===== config.mk =====
export PLATFORM = sky130hd
export DESIGN_NAME = uart_improved_top
export DESIGN_NICKNAME = d
export VERILOG_FILES = /design/src/rtl/uart_improved_top.sv
export SDC_FILE = /design/constraint.sdc
export NUM_CORES = 1
export LEC_CHECK = 0
export CORE_MARGIN = 5
export CORE_UTILIZATION = 40
export CTS_CLUSTER_DIAMETER = 80
export DETAILED_ROUTE_END_ITERATION = 10
export GPL_ROUTABILITY_DRIVEN = 0
export SYNTH_ARGS = -nofsm -noshare
export SYNTH_HDL_FRONTEND = slang
export SYNTH_SLANG_ARGS = --single-unit

===== constraint.sdc =====
create_clock -name clk -period 5.75 [get_ports clk]
set_clock_uncertainty 0.1 [all_clocks]
set_input_delay 1.15 -clock clk [delete_from_list [all_inputs] [get_ports clk]]
set_output_delay 1.15 -clock clk [all_outputs]
set_load 0.03 [all_outputs]

===== src/rtl/uart_improved_top.sv =====
// Full-duplex 8N1 UART: live-programmable 16x baud tick, RX/TX FSMs and first-word fall-through FIFOs.
// Build macro UART_LOOPBACK_EN feeds the internal tx line into the RX synchronizer instead of the rx pin.

module uart_fifo #(
    parameter int DW = 8,
    parameter int AW = 2
) (
    input  logic          clk,
    input  logic          rst,
    input  logic          wr,
    input  logic          rd,
    input  logic [DW-1:0] w_data,
    output logic [DW-1:0] r_data,
    output logic          empty,
    output logic          full
);
    localparam int DEPTH = 1 << AW;

    logic [DEPTH-1:0][DW-1:0] mem_q, mem_d;
    logic [AW-1:0]            w_ptr_q, w_ptr_d, r_ptr_q, r_ptr_d;
    logic [AW-1:0]            w_ptr_nxt, r_ptr_nxt;
    logic                     full_q, full_d, empty_q, empty_d;
    logic                     push, pop;

    // A push into a full FIFO is accepted only when the same cycle frees a slot.
    assign pop       = rd & ~empty_q;
    assign push      = wr & (~full_q | pop);
    assign w_ptr_nxt = w_ptr_q + 1'b1;
    assign r_ptr_nxt = r_ptr_q + 1'b1;

    always_comb begin
        mem_d   = mem_q;
        w_ptr_d = w_ptr_q;
        r_ptr_d = r_ptr_q;
        full_d  = full_q;
        empty_d = empty_q;
        if (push) mem_d[w_ptr_q] = w_data;
        case ({push, pop})
            2'b10: begin
                w_ptr_d = w_ptr_nxt;
                empty_d = 1'b0;
                full_d  = (w_ptr_nxt == r_ptr_q);
            end
            2'b01: begin
                r_ptr_d = r_ptr_nxt;
                full_d  = 1'b0;
                empty_d = (r_ptr_nxt == w_ptr_q);
            end
            2'b11: begin
                w_ptr_d = w_ptr_nxt;
                r_ptr_d = r_ptr_nxt;
            end
            default: ;
        endcase
    end

    always_ff @(posedge clk or posedge rst) begin
        if (rst) begin
            mem_q   <= '0;
            w_ptr_q <= '0;
            r_ptr_q <= '0;
            full_q  <= 1'b0;
            empty_q <= 1'b1;
        end else begin
            mem_q   <= mem_d;
            w_ptr_q <= w_ptr_d;
            r_ptr_q <= r_ptr_d;
            full_q  <= full_d;
            empty_q <= empty_d;
        end
    end

    assign r_data = mem_q[r_ptr_q];
    assign empty  = empty_q;
    assign full   = full_q;
endmodule

module uart_baud (
    input  logic        clk,
    input  logic        rst,
    input  logic [10:0] final_value,
    output logic        tick
);
    logic [10:0] cnt_q, cnt_d;

    // Terminal count is compared live so a new divisor applies at the next compare.
    always_comb begin
        tick  = (cnt_q == final_value);
        cnt_d = tick ? 11'd0 : cnt_q + 11'd1;
    end

    always_ff @(posedge clk or posedge rst) begin
        if (rst) cnt_q <= '0;
        else     cnt_q <= cnt_d;
    end
endmodule

module uart_rx #(
    parameter int DBIT    = 8,
    parameter int SB_TICK = 16
) (
    input  logic            clk,
    input  logic            rst,
    input  logic            rx,
    input  logic            tick,
    output logic            rx_done,
    output logic [DBIT-1:0] dout
);
    localparam int SW = (SB_TICK > 16) ? $clog2(SB_TICK) : 4;
    localparam int NW = (DBIT > 1) ? $clog2(DBIT) : 1;
    localparam logic [SW-1:0] S_MID  = SW'(7);
    localparam logic [SW-1:0] S_BIT  = SW'(15);
    localparam logic [SW-1:0] S_STOP = SW'(SB_TICK - 1);
    localparam logic [NW-1:0] N_LAST = NW'(DBIT - 1);

    typedef enum logic [1:0] {RX_IDLE, RX_START, RX_DATA, RX_STOP} rx_state_e;

    rx_state_e       state_q, state_d;
    logic [SW-1:0]   s_q, s_d;
    logic [NW-1:0]   n_q, n_d;
    logic [DBIT-1:0] b_q, b_d;

    always_ff @(posedge clk or posedge rst) begin
        if (rst) begin
            state_q <= RX_IDLE;
            s_q     <= '0;
            n_q     <= '0;
            b_q     <= '0;
        end else begin
            state_q <= state_d;
            s_q     <= s_d;
            n_q     <= n_d;
            b_q     <= b_d;
        end
    end

    always_comb begin
        state_d = state_q;
        s_d     = s_q;
        n_d     = n_q;
        b_d     = b_q;
        case (state_q)
            RX_IDLE: if (!rx) begin
                state_d = RX_START;
                s_d     = '0;
            end
            // Re-check the line near mid start bit; a short low pulse drops back to idle.
            RX_START: if (tick) begin
                if (s_q == S_MID) begin
                    s_d     = '0;
                    n_d     = '0;
                    state_d = rx ? RX_IDLE : RX_DATA;
                end else s_d = s_q + 1'b1;
            end
            RX_DATA: if (tick) begin
                if (s_q == S_BIT) begin
                    s_d = '0;
                    b_d = {rx, b_q[DBIT-1:1]};
                    if (n_q == N_LAST) state_d = RX_STOP;
                    else               n_d = n_q + 1'b1;
                end else s_d = s_q + 1'b1;
            end
            RX_STOP: if (tick) begin
                if (s_q == S_STOP) state_d = RX_IDLE;
                else               s_d = s_q + 1'b1;
            end
            default: state_d = RX_IDLE;
        endcase
    end

    always_comb begin
        rx_done = (state_q == RX_STOP) && tick && (s_q == S_STOP);
        dout    = b_q;
    end
endmodule

module uart_tx #(
    parameter int DBIT    = 8,
    parameter int SB_TICK = 16
) (
    input  logic            clk,
    input  logic            rst,
    input  logic            tick,
    input  logic            tx_empty,
    input  logic [DBIT-1:0] din,
    output logic            tx_pop,
    output logic            tx
);
    localparam int SW = (SB_TICK > 16) ? $clog2(SB_TICK) : 4;
    localparam int NW = (DBIT > 1) ? $clog2(DBIT) : 1;
    localparam logic [SW-1:0] S_BIT  = SW'(15);
    localparam logic [SW-1:0] S_STOP = SW'(SB_TICK - 1);
    localparam logic [NW-1:0] N_LAST = NW'(DBIT - 1);

    typedef enum logic [1:0] {TX_IDLE, TX_START, TX_DATA, TX_STOP} tx_state_e;

    tx_state_e       state_q, state_d;
    logic [SW-1:0]   s_q, s_d;
    logic [NW-1:0]   n_q, n_d;
    logic [DBIT-1:0] b_q, b_d;

    always_ff @(posedge clk or posedge rst) begin
        if (rst) begin
            state_q <= TX_IDLE;
            s_q     <= '0;
            n_q     <= '0;
            b_q     <= '0;
        end else begin
            state_q <= state_d;
            s_q     <= s_d;
            n_q     <= n_d;
            b_q     <= b_d;
        end
    end

    always_comb begin
        state_d = state_q;
        s_d     = s_q;
        n_d     = n_q;
        b_d     = b_q;
        case (state_q)
            TX_IDLE: if (tx_pop) begin
                state_d = TX_START;
                s_d     = '0;
                b_d     = din;
            end
            TX_START: if (tick) begin
                if (s_q == S_BIT) begin
                    state_d = TX_DATA;
                    s_d     = '0;
                    n_d     = '0;
                end else s_d = s_q + 1'b1;
            end
            TX_DATA: if (tick) begin
                if (s_q == S_BIT) begin
                    s_d = '0;
                    b_d = b_q >> 1;
                    if (n_q == N_LAST) state_d = TX_STOP;
                    else               n_d = n_q + 1'b1;
                end else s_d = s_q + 1'b1;
            end
            // The last stop tick chains straight into the next start bit when data waits.
            TX_STOP: if (tick) begin
                if (s_q == S_STOP) begin
                    state_d = tx_pop ? TX_START : TX_IDLE;
                    s_d     = '0;
                    if (tx_pop) b_d = din;
                end else s_d = s_q + 1'b1;
            end
            default: state_d = TX_IDLE;
        endcase
    end

    // Idle pops wait for a tick so every start bit spans a full 16 ticks.
    always_comb begin
        tx_pop = 1'b0;
        tx     = 1'b1;
        case (state_q)
            TX_IDLE:  tx_pop = tick & ~tx_empty;
            TX_START: tx = 1'b0;
            TX_DATA:  tx = b_q[0];
            TX_STOP:  tx_pop = tick & ~tx_empty & (s_q == S_STOP);
            default: ;
        endcase
    end
endmodule

module uart_improved_top #(
    parameter int DBIT       = 8,
    parameter int SB_TICK    = 16,
    parameter int ADDR_WIDTH = 2
) (
    input  logic            clk,
    input  logic            reset_n,
    input  logic [10:0]     TIMER_FINAL_VALUE,
    input  logic            rx,
    input  logic            rd_uart,
    output logic [DBIT-1:0] r_data,
    output logic            rx_empty,
    input  logic [DBIT-1:0] w_data,
    input  logic            wr_uart,
    output logic            tx,
    output logic            tx_full
);
    // reset_n is active-high despite its name.
    logic            tick;
    logic            rx_src;
    logic            sync1_q, sync1_d, sync2_q, sync2_d;
    logic            rx_done;
    logic [DBIT-1:0] rx_dout;
    logic            tx_pop, tx_empty, tx_int;
    logic [DBIT-1:0] tx_head;
    logic            rx_full_unused;

`ifdef UART_LOOPBACK_EN
    logic rx_pin_unused;
    assign rx_pin_unused = rx;
    assign rx_src        = tx_int;
`else
    assign rx_src = rx;
`endif

    always_comb begin
        sync1_d = rx_src;
        sync2_d = sync1_q;
    end

    always_ff @(posedge clk or posedge reset_n) begin
        if (reset_n) begin
            sync1_q <= 1'b1;
            sync2_q <= 1'b1;
        end else begin
            sync1_q <= sync1_d;
            sync2_q <= sync2_d;
        end
    end

    uart_baud u_baud (
        .clk(clk), .rst(reset_n), .final_value(TIMER_FINAL_VALUE), .tick(tick)
    );

    uart_rx #(.DBIT(DBIT), .SB_TICK(SB_TICK)) u_rx (
        .clk(clk), .rst(reset_n), .rx(sync2_q), .tick(tick), .rx_done(rx_done), .dout(rx_dout)
    );

    uart_fifo #(.DW(DBIT), .AW(ADDR_WIDTH)) u_rx_fifo (
        .clk(clk), .rst(reset_n), .wr(rx_done), .rd(rd_uart), .w_data(rx_dout),
        .r_data(r_data), .empty(rx_empty), .full(rx_full_unused)
    );

    uart_fifo #(.DW(DBIT), .AW(ADDR_WIDTH)) u_tx_fifo (
        .clk(clk), .rst(reset_n), .wr(wr_uart), .rd(tx_pop), .w_data(w_data),
        .r_data(tx_head), .empty(tx_empty), .full(tx_full)
    );

    uart_tx #(.DBIT(DBIT), .SB_TICK(SB_TICK)) u_tx (
        .clk(clk), .rst(reset_n), .tick(tick), .tx_empty(tx_empty), .din(tx_head),
        .tx_pop(tx_pop), .tx(tx_int)
    );

    assign tx = tx_int;
endmodule


Word-level counts from Yosys, hierarchy flattened
Index checks and enable logic that the tools add are counted.
{"block": "totals", "reg_bits": 123, "inputBits": 24, "out_inout_bits": 11, "word_cells": 187}
{"block": "classes", "add_sub_neg": 9, "n_lt_le_gt_ge": 6, "n_eq_ne": 42, "n_mux": 67, "bitwise_logic": 12, "n_reduce_logical": 24}
{"op": "$mux W8", "n": 9}
{"op": "$bwmux W32", "n": 2}
{"op": "$mux W4", "n": 10}
{"op": "$mux W2", "n": 17}
{"op": "$bmux W8 S2", "n": 2}
{"op": "$demux W8 S2", "n": 2}
{"op": "$mux W3", "n": 10}
{"op": "$ne A2 B1 Y1 const B", "n": 13}
{"op": "$pmux W8 S3", "n": 1}
{"op": "$eq A2 B2 Y1 const B", "n": 8}
{"op": "$pmux W2 S4", "n": 2}
{"op": "$pmux W4 S4", "n": 1}
{"op": "$reduce_and A8 Y1", "n": 2}
{"op": "$ne A2 B2 Y1 const B", "n": 7}
{"op": "$lt A2 B3 Y1 const B", "n": 4}
{"op": "$pmux W1 S2", "n": 6}
{"op": "$pmux W3 S2", "n": 2}
{"op": "$reduce_and A6 Y1", "n": 2}
{"op": "$add A11 B1 Y11 const B", "n": 1}
{"op": "$eq A11 B11 Y1", "n": 1}
{"op": "$mux W11", "n": 1}
{"op": "$reduce_and A5 Y1", "n": 2}
{"op": "$add A2 B1 Y2 const B", "n": 4}
{"op": "$add A4 B1 Y4 const B", "n": 2}
{"op": "20 further kinds", "n": 49}

Logic depth before layout (Yosys ltp)
Gate-level depths: netlist of the first run.
{"block": "logic_depth", "depth_word": 9, "ltp_mapped": 10, "ltp_nobuf": 10}

Cells and area by module
A second synthesis of the first run with hierarchy kept.
{"block": "hier_totals", "hier_cells": 488, "hier_area_um2": 6465.0}
{"mod": "uart_fifo", "n_inst": 2, "cells_per_inst": 122, "area_each_um2": 1849.3}
{"mod": "uart_tx", "n_inst": 1, "cells_per_inst": 96, "area_each_um2": 1089.8}
{"mod": "uart_rx", "n_inst": 1, "cells_per_inst": 81, "area_each_um2": 974.7}
{"mod": "uart_baud", "n_inst": 1, "cells_per_inst": 64, "area_each_um2": 645.6}
{"mod": "uart_improved_top", "n_inst": 1, "cells_per_inst": 3, "area_each_um2": 56.3}

Worst setup path before layout of the first run
OpenSTA, ideal clock, no wires.
{"block": "synth_timing", "path_type": "input port to flip-flop", "startpoint": "in TIMER_FINAL_VALUE[2]", "endpoint": "reg u_rx_fifo.full_q (netlist: u_rx_fifo.full)", "setup_ns": 0.110, "arrival_time_ns": 3.174, "path_slack_ns": 2.366, "cell_stages": 6, "path_buffers": 0, "cell_sequence": "xor2_1 > nor4b_4 > nand3_2 > a2111oi_4 > ha_1 > o41ai_1"}
{"block": "synth_between", "elab_chain_cells": 6}
{"element": "start, declared", "line_no": "275", "source": "input logic [10:0] TIMER_FINAL_VALUE,"}
{"element": "$eq A11 B11 Y1 (*)", "line_no": "88", "source": "tick = (cnt_q == final_value);"}
{"element": "$logic_and A1 B1 Y1 (*) (2 in series)", "line_no": "172", "source": "rx_done = (state_q == RX_STOP) && tick && (s_q == S_STOP);"}
{"element": "$and A1 B1 Y1 (*)", "line_no": "27", "source": "assign push = wr & (~full_q | pop);"}
{"element": "$eq A2 B1 Y1 or $eq A2 B2 Y1 (tied branches)", "line_no": "38", "source": "case ({push, pop})"}
{"element": "$pmux W1 S2 or $reduce_bool A2 Y1 (tied branches)"}
{"element": "end signal, assigned", "line_no": "68", "source": "full_q <= full_d;"}
{"element": "end, declared", "line_no": "22", "source": "logic full_q, full_d, empty_q, empty_d;"}
Every way passes the cells marked *; elsewhere a longest branch is shown, timed or not.
A chain may end at the register's enable or synchronous reset.

Worst setup path after layout of the first run
{"block": "layout_timing", "startpoint": "in TIMER_FINAL_VALUE[0]", "endpoint": "reg u_rx_fifo.full_q (netlist: u_rx_fifo.full)"}
Same word-level chain as after synthesis.

==> results of run 1 <==
[through the flow]
stage	cells	hold WS [ns]	worst slack (ns)
after detailed placement	692	0.247	1.61
after CTS	723	0.260	2.01
final	723	0.257	2.04
after global placement	692	0.249	1.72
after global routing	723	0.263	1.80
after floorplan	482	0.245	1.24
[state kept, by name, indices dropped and copies added, names as in the netlist, 4 cells and up, named ones only]
signal and cells:
u_rx_fifo.mem_q 32, u_tx_fifo.mem_q 32, u_baud.cnt_q 11, u_rx.dout 8
u_tx.b_q 8, u_rx.s_q 4, u_tx.s_q 4
[worst register-to-register path, stage by stage, from the launching register on]
cell and delay [ns]:
dfrtp_1 0.43, inv_1 0.12, ha_1 0.34, nor3_1 0.37, nand4_1 0.31, a21boi_1 0.50
nand2_1 0.39, mux2_2 0.38
[cell usage in the layout (no fill, tap or decap), drive strengths merged, types with 14 or more instances in the layout]
master         count
mux2              76
mux4              16
o21ai             15
clkbuf            21
nand2             41
clkdlybuf4s50     34
nor2              30
xor2              14
inv               16
xnor2             16
dfrtp            119
ha                26
[where the power goes]
part / internal [mW] / total, mW / leakage [nW] / switching (mW)
clock: 0.702 / 1.08 / 0.281 / 0.380
combinational: 0.375 / 0.699 / 1.34 / 0.324
sequential: 1.05 / 1.22 / 1.60 / 0.167
total: 2.13 / 3.00 / 3.22 / 0.871
[kinds of logic (layout without fill, tap and decap cells)]
group	after synthesis	after routing	synth area share (%)
XOR/XNOR	30	30	4.33
adder cells (fa/ha/maj)	26	26	5.36
AO/OA/AOI/OAI	56	56	6.42
AND/OR/NAND/NOR	118	118	10.0
buffers and inverters	30	83	1.86
flip-flops	123	123	50.8
multiplexers	99	99	21.2
[per-layer routing]
layer / up-vias / global-route usage [%] / part of all wire, %
li1: 1825 / - / -
met1: 1918 / 18.0 / 47
met2: 54 / 22.5 / 49
met3: 12 / 3.51 / 2.8
met4: 0 / 5.20 / 1.2
met5: - / 0 / 0
[layout make-up]
| type | count | area, um^2 | share of cell area, % |
|---|---|---|---|
| inverter | 16 | 62.6 | 0.868 |
| clock buffer | 21 | 460 | 6.39 |
| multi-input combinational | 329 | 2870 | 39.8 |
| timing repair buffer | 36 | 355 | 4.93 |
| tap | 188 | 235 | 3.26 |
| sequential | 123 | 3080 | 42.8 |
| clock inverter | 10 | 143 | 1.98 |
[worst paths after layout]
check | startpoint | endpoint | cells past startpoint
min reg2reg | sync1_q | sync2_q | 0
max in group asynchronous | reset_n | sync1_q | 3
max reg2reg | u_tx.state_q[0] | u_tx_fifo.mem_q[10] | 7
min | sync1_q | sync2_q | 0
min in group asynchronous | reset_n | u_rx_fifo.mem_q[27] | 2
max | TIMER_FINAL_VALUE[0] | u_rx_fifo.full | 7
==> results.json, run 1 <==
{
  "area_delta_synth_final_pct": 18.9,
  "power.total_mw": 3.00,
  "finalSetupViolations": 0,
  "dieArea_um2": 17700,
  "finalNetCount": 573,
  "rows": 45,
  "synth_edf_count": 0,
  "cts.sink_count": 123,
  "clockBufferDepth": 2,
  "drive_gt1_share_pct": 25.6,
  "synthTopCellsByArea": "dfrtp_1 (49%), mux2_2 (14%), mux4_2 (5.9%), ha_1 (5.4%), xnor2_1 (2.3%)",
  "rsz0062_at_grt": "false",
  "vias": 3809,
  "cp-start-kind": "input port",
  "route.detailed.drc": 0,
  "setup_tns_ns": 0,
  "worst-path-buf-inv": 1,
  "htree_levels": 4,
  "cts_inserted_buffers": 17,
  "synthesis.area_um2": 6070,
  "clock_latency_ns": 0.42,
  "drtAntennaViolNets": 0,
  "path_delay_family": "compound AO/OA/AOI/OAI gates",
  "fin_area_um2": 7210,
  "yosysUniqueCellTypes": 54,
  "worst_pin_slew_ns": 0.973,
  "synthFlopType": "dfrtp_1",
  "grt_max_degree": 80,
  "cts_tree": "built",
  "fmax_mhz": 269,
  "drt_iter0_markers": 161,
  "start_util_pct": 40.3,
  "yosys.area.top_type": "dfrtp_1",
  "overflow": 0,
  "arrival_ns": 3.91,
  "die_y_um": 133,
  "syn_inst": 482,
  "dp_hpwl_um": 7810,
  "avgSynthCellArea_um2": 12.6,
  "slowest_delay_ns": 0.67,
  "slew_headroom_pct": 35.1,
  "hold_path.class": "flip-flop to flip-flop",
  "coreArea_um2": 15000,
  "clkSlewWorstSetupHoldPaths_ns": 0.05,
  "port_buffers": 34,
  "final_max_slew_viol_count": 0,
  "yosysWarningCount": 0,
  "fp.dieW_um": 133,
  "finalCritPeriodShare_pct": 64.6,
  "root_buffer": "clkbuf_16",
  "antenna_found_initial": 0,
  "drt-pass1-iter-count": 4,
  "io-pin-count": 35,
  "num_antenna_cells": 0,
  "cp_slowest_cell": "a2111oi_4",
  "wire_per_inst_um": 15.8,
  "path_max_fanout": 8,
  "crit_path_cell_trace": "clkdlybuf4s50_1 -> xor2_1 -> nor3_1 -> nand3_2 -> a2111oi_4 -> ha_1 -> o41ai_1",
  "ff2ff_setup_slack_ns": 2.69,
  "synth_fp_nets": 532,
  "grt_usage_pct": 13.8,
  "grt_pass1_wl_um": 19800,
  "maxCapViolations": 0,
  "cp.required_ns": 5.94,
  "ir_drop_mv": 0.369,
  "cts_hold_buf": 0,
  "yosysSeqAreaShare_pct": 50.8,
  "crit_path_end_kind": "flip-flop",
  "ys_ff_latch": 123,
  "cts_resized": 0,
  "synth.most_common_cell": "dfrtp_1",
  "placed_area_um2": 6610,
  "synth_commonest_cells": "dfrtp_1 (119), mux2_2 (74), nand2_1 (37)",
  "cts_setup_buffers": 0,
  "netlist.area_leader.share_pct": 49.1,
  "path_class": "input port to flip-flop",
  "fin_util_pct": 48.0,
  "first_global_vias": 3975,
  "wl_um": 11400,
  "avgViaCountPerCell": 5.27,
  "fin_crit_ns": 3.71,
  "synthArstFlopShare_pct": 100,
  "hold_viol": 0,
  "status": "finished clean",
  "cellPowerDensity_nw_per_um2": 416,
  "fill_cells": 1321,
  "power_leakage_nw": 3.22
}
Note: power is estimated with default switching activity, not from simulation.
==> run 2, diff against run 1 <==
==> constraint.sdc (replaced) <==
create_clock -name clk -period 3.21 [get_ports clk]
set_clock_uncertainty 0.1 [all_clocks]
set_input_delay 0.642 -clock clk [delete_from_list [all_inputs] [get_ports clk]]
set_output_delay 0.642 -clock clk [all_outputs]
set_load 0.03 [all_outputs]
==> run 2 against run 1 <==
Via count is 3.3% higher. Hold slack got worse by 0.0025 ns. Total power up 83%. Critical endpoint is now r_data[5]. Global-route usage grew 0.089 points. Clock-buffer cell count increased by 1. Critical path depth decreased by 5. Flip-flop and latch count unchanged. First-iteration DRC count rose by 8.7%. Worst setup slack got worse by 1.8 ns. Largest power group unchanged. Sequential share of layout area is 1.1 points lower.
==> results.json, run 2 (synthesis gave the netlist of run 1 again) <==
{
  "fin_util_pct": 49.2,
  "switching_power_mw": 1.59,
  "dp_hpwl_um": 8020,
  "start_util_pct": 40.3,
  "maxCapViolations": 0,
  "cts_tree": "built",
  "final_common_cell": "dfrtp_1",
  "cts_resized": 0,
  "cts_hold_buf": 0,
  "arrival_ns": 2.28,
  "p_int_mw": 3.91,
  "vias": 3936,
  "fmax_mhz": 331,
  "final_cell_mix": "dfrtp_1 (119), mux2_2 (74), nand2_1 (37)",
  "coreArea_um2": 15000,
  "worst_pin_slew_ns": 0.708,
  "status": "finished clean",
  "finalSetupViolations": 0,
  "drtAntennaViolNets": 0,
  "drt_iter0_markers": 175,
  "drt-pass1-iter-count": 4,
  "clockBufferDepth": 2,
  "hold_path.class": "flip-flop to flip-flop",
  "dp.cells": 713,
  "dieArea_um2": 17700,
  "htree_levels": 4,
  "cts_setup_buffers": 0,
  "cp-start-kind": "flip-flop",
  "final_max_slew_viol_count": 0,
  "power_leakage_nw": 3.35,
  "clkSlewWorstSetupHoldPaths_ns": 0.06,
  "sw_frac_of_total_pct": 28.9,
  "cts_inserted_buffers": 17,
  "crit_path_end_kind": "primary output",
  "root_buffer": "clkbuf_16",
  "grt_pass1_wl_um": 19900,
  "fill_cells": 1284,
  "combPwrFrac_pct": 25.0,
  "die_y_um": 133,
  "grt_usage_pct": 13.9,
  "slew_headroom_pct": 52.8,
  "clock_latency_ns": 0.41,
  "fin_crit_ns": 3.02,
  "cellPowerDensity_nw_per_um2": 742,
  "wire_per_inst_um": 15.6,
  "critPathLaunch": "u_rx_fifo.r_ptr_q[0]",
  "path_class": "flip-flop to primary output",
  "seq_power_share_pct": 39.5,
  "path_max_fanout": 9,
  "clkPwrFrac_pct": 35.5,
  "drive_gt1_share_pct": 28.5,
  "area_delta_synth_final_pct": 22.1,
  "avgViaCountPerCell": 5.28,
  "route.detailed.drc": 0,
  "rsz0062_at_grt": "false",
  "wl_um": 11600,
  "ir_drop_mv": 0.474,
  "cts.sink_count": 123,
  "rows": 45,
  "port_buffers": 34,
  "overflow": 0,
  "io-pin-count": 35,
  "largestRegisters": "u_rx_fifo.mem_q x32, u_tx_fifo.mem_q x32, u_baud.cnt_q x11",
  "holdCritStartpoint": "sync1_q",
  "antenna_found_initial": 0,
  "finalCritPeriodShare_pct": 94.1,
  "rr_startpoint": "u_tx.state_q[0]",
  "hold_viol": 0,
  "finalNonFillerCells": 745,
  "cp.required_ns": 2.47,
  "power.total_mw": 5.50,
  "finalNetCount": 594,
  "grt_max_degree": 65,
  "first_global_vias": 4038,
  "num_antenna_cells": 0,
  "fp.dieW_um": 133
}
## run 2: per-stage QoR
step | setup WS, ns | hold slack [ns] | TNS, ns | area (um^2)
2_1_floorplan | 0.334 | 0.245 | 0 | 6070
3_3_place_gp | -0.00871 | 0.249 | -0.00871 | 6790
3_5_place_dp | -0.0278 | 0.247 | -0.0319 | 6790
4_1_cts | 0.142 | 0.255 | 0 | 7400
5_1_grt | 0.0798 | 0.257 | 0 | 7400
6_report | 0.189 | 0.254 | 0 | 7400
## run 2: area by class of cell
cell class	count	area, um^2	area share, %
flip-flops and latches	123	3080	41.6
multi-input cells	329	2870	38.8
repair buffers	57	538	7.27
clock buffers	22	474	6.41
well taps	188	235	3.18
clock inverters	10	139	1.88
inverters	16	63.8	0.862
## run 2: final timing paths
check                      cells after the start        endpoint  slack [ns]
max in group asynchronous                      3         sync1_q        2.08
max                                            2       r_data[5]        0.19
max reg2reg                                    9  u_tx_fifo.full        0.51
min reg2reg                                    0         sync2_q        0.25
min in group asynchronous                      3     u_tx.b_q[7]        0.60
min                                            0         sync2_q        0.25
## run 2: power groups by stage
stage / combinational [mW] / sequential, mW / clock (mW)
6_report: 1.37 / 2.17 / 1.95
5_1_grt: 1.51 / 2.22 / 2.06
4_1_cts: 1.39 / 2.17 / 2.00
3_5_place_dp: 1.38 / 2.19 / 0
3_3_place_gp: 1.33 / 2.17 / 0
2_1_floorplan: 1.04 / 2.10 / 0
## run 2: critical path: stages, from the launching register on
cell,delay (ns)
dfrtp_1,0.67
mux4_2,0.59
clkdlybuf4s50_1,0.61
## run 2: layer usage
metal	track usage [%]	up-vias	share of wire, %
met2	22.5	61	49
met3	3.55	18	3.6
met5	0	-	0
li1	-	1866	-
met1	17.9	1991	45
met4	5.94	0	1.9
